==> src/rtl/uart_cmd_pkg.sv <==
// Shared constants and types for the host-side position-command UART link.
package uart_cmd_pkg;

    localparam int CLK_HZ           = 27_000_000;
    localparam int BAUD             = 115_200;
    localparam int CLKS_PER_BIT_DEF = CLK_HZ / BAUD;

    localparam logic [7:0] CMD_BASE = 8'h30;
    localparam logic [7:0] ACK_BYTE = 8'h4B;

    // Host FSM encoding kept as plain constants so older tooling can decode it.
    typedef logic [2:0] host_state_t;
    localparam host_state_t S_IDLE     = 3'd0;
    localparam host_state_t S_TX_START = 3'd1;
    localparam host_state_t S_TX_DATA  = 3'd2;
    localparam host_state_t S_TX_STOP  = 3'd3;
    localparam host_state_t S_WAIT_ACK = 3'd4;
    localparam host_state_t S_DONE     = 3'd5;
    localparam host_state_t S_FAIL     = 3'd6;

    typedef struct packed {
        logic       valid;
        logic       frame_err;
        logic [7:0] data;
    } rx_byte_t;

endpackage

==> src/rtl/uart_cmd_host_if.sv <==
// Command handshake and status bundle between a requester and uart_cmd_host.
interface uart_cmd_host_if;

    logic       cmd_valid;
    logic [2:0] cmd_state;
    logic       cmd_ready;
    logic       busy;
    logic       done;
    logic       fail;

    modport master (
        output cmd_valid, cmd_state,
        input  cmd_ready, busy, done, fail
    );

    modport slave (
        input  cmd_valid, cmd_state,
        output cmd_ready, busy, done, fail
    );

endinterface

==> src/rtl/uart_byte_rx.sv <==
// 8N1 receiver: 2-flop synchronizer, mid-bit sampling, one-cycle byte strobe with frame check.
module uart_byte_rx
    import uart_cmd_pkg::*;
#(
    parameter int CLKS_PER_BIT = CLKS_PER_BIT_DEF
) (
    input  logic     clk,
    input  logic     rst_n,
    input  logic     rx,
    output rx_byte_t rx_out
);

    localparam int CNT_W = $clog2(CLKS_PER_BIT) + 1;
    localparam int HALF  = CLKS_PER_BIT / 2;

    localparam logic [1:0] R_IDLE  = 2'd0;
    localparam logic [1:0] R_START = 2'd1;
    localparam logic [1:0] R_DATA  = 2'd2;
    localparam logic [1:0] R_STOP  = 2'd3;

    logic             sync1_q, sync2_q, prev_q;
    logic [1:0]       state_q, state_d;
    logic [CNT_W-1:0] cnt_q, cnt_d;
    logic [2:0]       bit_q, bit_d;
    logic [7:0]       shift_q, shift_d;
    rx_byte_t         out_q, out_d;

    always_comb begin
        state_d = state_q;
        cnt_d   = cnt_q;
        bit_d   = bit_q;
        shift_d = shift_q;
        out_d   = out_q;
        out_d.valid = 1'b0;
        case (state_q)
            R_IDLE: begin
                // prev_q keeps a line stuck low after a framing error from retriggering
                if (!sync2_q && prev_q) begin
                    state_d = R_START;
                    cnt_d   = '0;
                end
            end
            R_START: begin
                if (cnt_q == CNT_W'(HALF - 1)) begin
                    cnt_d   = '0;
                    bit_d   = '0;
                    state_d = sync2_q ? R_IDLE : R_DATA;
                end else begin
                    cnt_d = cnt_q + 1'b1;
                end
            end
            R_DATA: begin
                if (cnt_q == CNT_W'(CLKS_PER_BIT - 1)) begin
                    cnt_d   = '0;
                    shift_d = {sync2_q, shift_q[7:1]};
                    if (bit_q == 3'd7) state_d = R_STOP;
                    else               bit_d   = bit_q + 1'b1;
                end else begin
                    cnt_d = cnt_q + 1'b1;
                end
            end
            default: begin
                if (cnt_q == CNT_W'(CLKS_PER_BIT - 1)) begin
                    cnt_d           = '0;
                    out_d.valid     = 1'b1;
                    out_d.frame_err = ~sync2_q;
                    out_d.data      = shift_q;
                    state_d         = R_IDLE;
                end else begin
                    cnt_d = cnt_q + 1'b1;
                end
            end
        endcase
    end

    always_ff @(posedge clk or negedge rst_n) begin
        if (!rst_n) begin
            sync1_q <= 1'b1;
            sync2_q <= 1'b1;
            prev_q  <= 1'b1;
            state_q <= R_IDLE;
            cnt_q   <= '0;
            bit_q   <= '0;
            shift_q <= '0;
            out_q   <= '0;
        end else begin
            sync1_q <= rx;
            sync2_q <= sync1_q;
            prev_q  <= sync2_q;
            state_q <= state_d;
            cnt_q   <= cnt_d;
            bit_q   <= bit_d;
            shift_q <= shift_d;
            out_q   <= out_d;
        end
    end

    assign rx_out = out_q;

endmodule

==> src/rtl/uart_cmd_host.sv <==
// Sends one ASCII position command over 8N1 and waits for the 'K' acknowledge with timeout and retry.
module uart_cmd_host
    import uart_cmd_pkg::*;
#(
    parameter int CLKS_PER_BIT = CLKS_PER_BIT_DEF,
    parameter int ACK_TIMEOUT  = 27_000_000,
    parameter int MAX_RETRY    = 2
) (
    input  logic            clk,
    input  logic            rst_n,
    uart_cmd_host_if.slave  host,
    input  logic            rx,
    output logic            tx
);

    localparam int CNT_W = $clog2(CLKS_PER_BIT) + 1;
    localparam int TMR_W = $clog2(ACK_TIMEOUT) + 1;
    localparam int RTY_W = $clog2(MAX_RETRY + 1) + 1;

    host_state_t      state_q, state_d;
    logic [CNT_W-1:0] clk_cnt_q, clk_cnt_d;
    logic [2:0]       bit_idx_q, bit_idx_d;
    logic [TMR_W-1:0] timer_q, timer_d;
    logic [RTY_W-1:0] retry_q, retry_d;
    logic [7:0]       cmd_byte_q, cmd_byte_d;
    logic             tx_q, tx_d;
    logic             bit_end, ack_hit;
    rx_byte_t         rx_out;

    uart_byte_rx #(.CLKS_PER_BIT(CLKS_PER_BIT)) u_rx (
        .clk    (clk),
        .rst_n  (rst_n),
        .rx     (rx),
        .rx_out (rx_out)
    );

    assign bit_end = (clk_cnt_q == CNT_W'(CLKS_PER_BIT - 1));
    assign ack_hit = rx_out.valid && !rx_out.frame_err && (rx_out.data == ACK_BYTE);

    always_comb begin
        state_d    = state_q;
        clk_cnt_d  = clk_cnt_q;
        bit_idx_d  = bit_idx_q;
        timer_d    = timer_q;
        retry_d    = retry_q;
        cmd_byte_d = cmd_byte_q;
        case (state_q)
            S_IDLE: begin
                if (host.cmd_valid) begin
                    cmd_byte_d = CMD_BASE + {5'd0, host.cmd_state};
                    clk_cnt_d  = '0;
                    state_d    = S_TX_START;
                end
            end
            S_TX_START: begin
                if (bit_end) begin
                    clk_cnt_d = '0;
                    bit_idx_d = '0;
                    state_d   = S_TX_DATA;
                end else begin
                    clk_cnt_d = clk_cnt_q + 1'b1;
                end
            end
            S_TX_DATA: begin
                if (bit_end) begin
                    clk_cnt_d = '0;
                    if (bit_idx_q == 3'd7) state_d   = S_TX_STOP;
                    else                   bit_idx_d = bit_idx_q + 1'b1;
                end else begin
                    clk_cnt_d = clk_cnt_q + 1'b1;
                end
            end
            S_TX_STOP: begin
                if (bit_end) begin
                    clk_cnt_d = '0;
                    timer_d   = '0;
                    state_d   = S_WAIT_ACK;
                end else begin
                    clk_cnt_d = clk_cnt_q + 1'b1;
                end
            end
            S_WAIT_ACK: begin
                // an ACK landing on the expiry cycle takes priority over the retry
                if (ack_hit) begin
                    state_d = S_DONE;
                end else if (timer_q == TMR_W'(ACK_TIMEOUT - 1)) begin
                    if (retry_q < RTY_W'(MAX_RETRY)) begin
                        retry_d   = retry_q + 1'b1;
                        clk_cnt_d = '0;
                        state_d   = S_TX_START;
                    end else begin
                        state_d = S_FAIL;
                    end
                end else begin
                    timer_d = timer_q + 1'b1;
                end
            end
            default: begin
                retry_d = '0;
                state_d = S_IDLE;
            end
        endcase

        // tx is registered from the next state so the start bit appears right after accept
        case (state_d)
            S_TX_START: tx_d = 1'b0;
            S_TX_DATA:  tx_d = cmd_byte_d[bit_idx_d];
            default:    tx_d = 1'b1;
        endcase
    end

    always_ff @(posedge clk or negedge rst_n) begin
        if (!rst_n) begin
            state_q    <= S_IDLE;
            clk_cnt_q  <= '0;
            bit_idx_q  <= '0;
            timer_q    <= '0;
            retry_q    <= '0;
            cmd_byte_q <= '0;
            tx_q       <= 1'b1;
        end else begin
            state_q    <= state_d;
            clk_cnt_q  <= clk_cnt_d;
            bit_idx_q  <= bit_idx_d;
            timer_q    <= timer_d;
            retry_q    <= retry_d;
            cmd_byte_q <= cmd_byte_d;
            tx_q       <= tx_d;
        end
    end

    assign tx             = tx_q;
    assign host.cmd_ready = (state_q == S_IDLE);
    assign host.busy      = (state_q != S_IDLE) && (state_q != S_DONE) && (state_q != S_FAIL);
    assign host.done      = (state_q == S_DONE);
    assign host.fail      = (state_q == S_FAIL);

endmodule

==> src/flat_wrapper.sv <==
// flat-port wrapper written by rule: the top's interface ports become plain ports
module uart_cmd_host_flat import uart_cmd_pkg::*;
#(
    parameter int CLKS_PER_BIT = CLKS_PER_BIT_DEF,
    parameter int ACK_TIMEOUT  = 27_000_000,
    parameter int MAX_RETRY    = 2
)
  (clk, rst_n, rx, tx, host_cmd_valid, host_cmd_state, host_cmd_ready, host_busy, host_done, host_fail);
  uart_cmd_host_if host_i ();
  input  logic clk;
  input  logic rst_n;
  input  logic rx;
  output logic tx;
  input wire logic [$bits(host_i.cmd_valid)-1:0] host_cmd_valid;
  input wire logic [$bits(host_i.cmd_state)-1:0] host_cmd_state;
  output wire logic [$bits(host_i.cmd_ready)-1:0] host_cmd_ready;
  output wire logic [$bits(host_i.busy)-1:0] host_busy;
  output wire logic [$bits(host_i.done)-1:0] host_done;
  output wire logic [$bits(host_i.fail)-1:0] host_fail;
  assign host_i.cmd_valid = host_cmd_valid;
  assign host_i.cmd_state = host_cmd_state;
  assign host_cmd_ready = host_i.cmd_ready;
  assign host_busy = host_i.busy;
  assign host_done = host_i.done;
  assign host_fail = host_i.fail;
  uart_cmd_host #(.CLKS_PER_BIT(CLKS_PER_BIT), .ACK_TIMEOUT(ACK_TIMEOUT), .MAX_RETRY(MAX_RETRY)) u_core (.clk(clk), .rst_n(rst_n), .host(host_i), .rx(rx), .tx(tx));
endmodule
==> config.mk <==
export PLATFORM = sky130hd
export DESIGN_NAME = uart_cmd_host_flat
export DESIGN_NICKNAME = d
export VERILOG_FILES = /design/src/rtl/uart_cmd_pkg.sv /design/src/rtl/uart_cmd_host_if.sv /design/src/rtl/uart_byte_rx.sv /design/src/rtl/uart_cmd_host.sv /design/src/flat_wrapper.sv
export SDC_FILE = /design/constraint.sdc
export NUM_CORES = 1
export LEC_CHECK = 0
export BUFFER_PORTS_ARGS = -buffer_cell sky130_fd_sc_hd__buf_4
export CAP_MARGIN = 20
export CORE_ASPECT_RATIO = 0.9
export CORE_MARGIN = 5
export CORE_UTILIZATION = 30
export DETAILED_ROUTE_END_ITERATION = 12
export GPL_ROUTABILITY_DRIVEN = 0
export PLACE_DENSITY_LB_ADDON = 0.05
export SLEW_MARGIN = 0
export SYNTH_ARGS = -nofsm -noshare
export SYNTH_HDL_FRONTEND = slang
export SYNTH_HIERARCHICAL = 1
export SYNTH_SLANG_ARGS = --single-unit
==> constraint.sdc <==
create_clock -name clk -period 2.6 [get_ports clk]
set_input_delay 0.39 -clock clk [delete_from_list [all_inputs] [get_ports clk]]
set_output_delay 0.39 -clock clk [all_outputs]
set_load 0.01 [all_outputs]
==> results.toml <==
[sta]
max_clock_freq_mhz = 411
setup_tns_ns = 0
finalSetupViolations = 0
maxSlewViolCount = 0
rsz0062_at_grt = "no"
post-route-period-util_pct = 93.6
setup_slack_ns = 0.166
fin_skew_ns = 0.0106
worst_pin_slew_ns = 0.684
maxSlewHeadroom_pct = 54.1
layout_min_cycle_time_ns = 2.43
hold_viol = 0

[yosys]
synth_area_leader_cell = "dfrtp_1"
async_flop_share_pct = 100
synth_flop_cell = "dfrtp_1"
ys.warnings.count = 6
yosysTopAreaCellShare_pct = 45.1
syn_area_mm2 = 0.00466
synth.avg_cell_area_um2 = 10.1
synth-edff-count = 0
syn-num-nets = 478
synth.area.top_cells = "dfrtp_1, mux2_2, nand2_1"
netlist_instances = 461
yosysSeqAreaShare_pct = 47.4
ys_ff_latch = 88
synth.distinct_cells = 74

[power]
p_per_area_mw_per_mm2 = 665
p_leak_nw = 2.37
p_seq_share_pct = 47.8
p_sw_share_pct = 28.5
p_int_mw = 2.58
p_total_mw = 3.61
peakVddDrop_mv = 0.309
clockPowerShare_pct = 38.1
combinationalPowerShare_pct = 14.1
p_switching_mw = 1.03

[finish]
antenna_cells = 0
syn_to_final_growth_pct = 16.5
nFillCells = 1559
finalNetCount = 505
drive_above_1_share_pct = 18.5

[cts]
clk_pin_slew_ns = 0.06
h-tree-depth = 3
clockRootBuffer = "clkbuf_16"
clk_path_buf_depth = 2
cts_sinks = 88
clock_latency_ns = 0.35
cts_buffers = 9
cts_tree = "yes"

[setup_path]
start_kind = "register"
max_stage_delay_ns = 0.45
critPathBufInv = 0
cp_top_family = "compound AO/OA/AOI/OAI gates"
path_cells = "ha_1, a211o_1, nor4_1, a211oi_4, mux2_1, and3_1, o21ai_1, a31oi_1"
reg2regPathDepth = 8
cp.depth = 8
endpoint_kind = "register"
path_max_fanout = 7
crit_required_ns = 2.85
cp_slowest_cell = "nor4_1"
worst_ep_arrival_time_ns = 2.69
path_class = "reg -> reg"

[detailed_routing]
drt_iter0_markers = 252
drt_pass1_iterations = 4
postRouteAntennaNets = 0
vias_per_cell = 4.98
finalWirelength_um = 10700
num_vias = 3464
drcViolationCount = 0
routedWlPerCell_um = 15.4

[global_route]
grt_pass1_wl_um = 18800
grt_use_total_pct = 12.8
antenna_found_initial = 0
grt_max_degree = 62
grt_pass1_vias = 3666
grt-ovfl-total = 0

[floorplanning]
num_rows = 43
die_x_um = 141
die_area_mm2 = 0.0181
io_pins = 12
start_util_pct = 30.4
die_h_um = 128
coreArea_mm2 = 0.0153

[place]
place_ws_ns = 0.00235
numPortBuffers = 11
dp_hpwl_um = 7440

[job]
cap_violations = 0

[hold_path]
whs_path_depth = 1
hp-class = "in -> reg"

[status]
status = "finished clean"
-- metal layers --
layer  wire length, um  global-route usage, %  part of all wire (%)  vias up
met1              5530                   17.8                    52     1696
met3               333                   3.39                   3.1       13
met4               161                   3.76                   1.5        0
li1                  -                      -                     -     1714
met5                 0                      0                     0        -
met2              4690                   19.6                    44       41
-- layout by cell type, fill, tap and decap left out, types with 9 or more instances in the layout --
cell type,count
ha_1,10
nand3_1,22
dfrtp_1,84
nand2_1,49
nor2_1,43
a21oi_1,16
nor3_1,10
nor2b_1,9
xnor2_1,14
inv_1,17
buf_4,29
mux2_2,18
nand4_1,9
xor2_1,10
clkbuf_16,9
o21ai_1,17
-- Yosys cell counts, drive strengths merged (3+ instances only) --
library cell and count:
nand4b 3, dfrtp 84, and3 8, xor2 10, nand2 49, o22ai 5, nor3 11, nand2b 4
a22o 3, and4 4, xnor2 14, or2 4, a31oi 4, ha 10, o21ai 26, mux2 19
nor4 12, o2111ai 3, buf 7, or3 5, nand3 22, nor2 43, nor2b 9, nand4 9
inv 17, a21oi 16, dfstp 4, o31ai 4, clkbuf 8
-- logic make-up (layout without fill, tap and decap cells) --
logic type / after synthesis / count (layout) / share of synthesized area, %
AOI/OAI and AO/OA: 83 / 83 / 12.4
xor gates and xnor gates: 24 / 24 / 4.51
adders and majority gates: 10 / 10 / 2.69
buffers and inverters: 32 / 64 / 2.85
DFF: 88 / 88 / 47.4
muxes: 21 / 21 / 5.37
and+or+nand+nor: 203 / 203 / 24.7
-- registers in the layout, summed over array words and instances, names as in the netlist --
| name | count |
|---|---|
| u_core/u_rx/rx_out | 10 |
| u_core/cmd_byte_q | 8 |
| u_core/retry_q | 3 |
| u_core/clk_cnt_q | 9 |
| u_core/u_rx/prev_q | 1 |
| u_core/tx | 1 |
| u_core/state_q | 3 |
| u_core/timer_q | 26 |
| u_core/u_rx/cnt_q | 9 |
| u_core/u_rx/state_q | 2 |
| u_core/u_rx/sync1_q | 1 |
| u_core/u_rx/sync2_q | 1 |
| u_core/u_rx/shift_q | 8 |
| u_core/u_rx/bit_q | 3 |
| u_core/bit_idx_q | 3 |
-- worst register-to-register path, stage by stage (launching register included) --
cell and delay [ns]:
dfrtp_1 0.44, ha_1 0.28, a211o_1 0.29, nor4_1 0.45, a211oi_4 0.12, mux2_1 0.35
and3_1 0.18, o21ai_1 0.14, a31oi_1 0.09
-- repair_timing --
action | in CTS | in global routing
endpoints found under the setup margin | 0 | 12
hold buffers | 1 | 0
gates resized for setup | 0 | 4
setup buffers | 0 | 1
endpoints found under the hold margin | 21 | 0
-- through the flow --
step / cells / area (um2) / hold slack, ns / util (%)
floorplan: 461 / 4660 / 0.0944 / -
global placement: 677 / 5070 / 0.350 / 33.1
detailed placement: 677 / 5070 / 0.354 / 33.1
CTS: 694 / 5400 / 0.136 / 35.2
global route: 695 / 5430 / 0.140 / 35.4
finish: 695 / 5430 / 0.152 / 35.4
-- worst paths after layout --
| kind | start | endpoint | slack (ns) |
|---|---|---|---|
| max | u_core/bit_idx_q[0]$_DFF_PN0_ | u_core/tx$_DFF_PN1_ | 0.17 |
| min | rx | u_core/u_rx/sync1_q$_DFF_PN1_ | 0.15 |
| max reg2reg | u_core/bit_idx_q[0]$_DFF_PN0_ | u_core/tx$_DFF_PN1_ | 0.17 |
| min reg2reg | u_core/u_rx/sync1_q$_DFF_PN1_ | u_core/u_rx/sync2_q$_DFF_PN1_ | 0.36 |
| max in group asynchronous | rst_n | u_core/u_rx/sync2_q$_DFF_PN1_ | 1.37 |
| min in group asynchronous | rst_n | u_core/timer_q[8]$_DFFE_PN0P_ | 0.52 |
-- power groups by stage --
stage / Combinational (mW) / Sequential [mW] / Clock [mW]
2_1_floorplan: 0.396 / 1.67 / 0
3_3_place_gp: 0.503 / 1.74 / 0
3_5_place_dp: 0.511 / 1.74 / 0
4_1_cts: 0.516 / 1.72 / 1.44
5_1_grt: 0.598 / 1.75 / 1.48
6_report: 0.507 / 1.72 / 1.37
-- final cells by class --
| type | count | area [um2] | area share [%] |
|---|---|---|---|
| sequential | 88 | 2210 | 40.7 |
| clock buffer | 13 | 270 | 4.98 |
| multi-input combinational | 341 | 2340 | 43.1 |
| clock inverter | 3 | 47.5 | 0.876 |
| timing repair buffer | 31 | 248 | 4.57 |
| tap | 202 | 253 | 4.66 |
| inverter | 17 | 63.8 | 1.18 |
No activity file was read; power rests on OpenSTA's default activity.
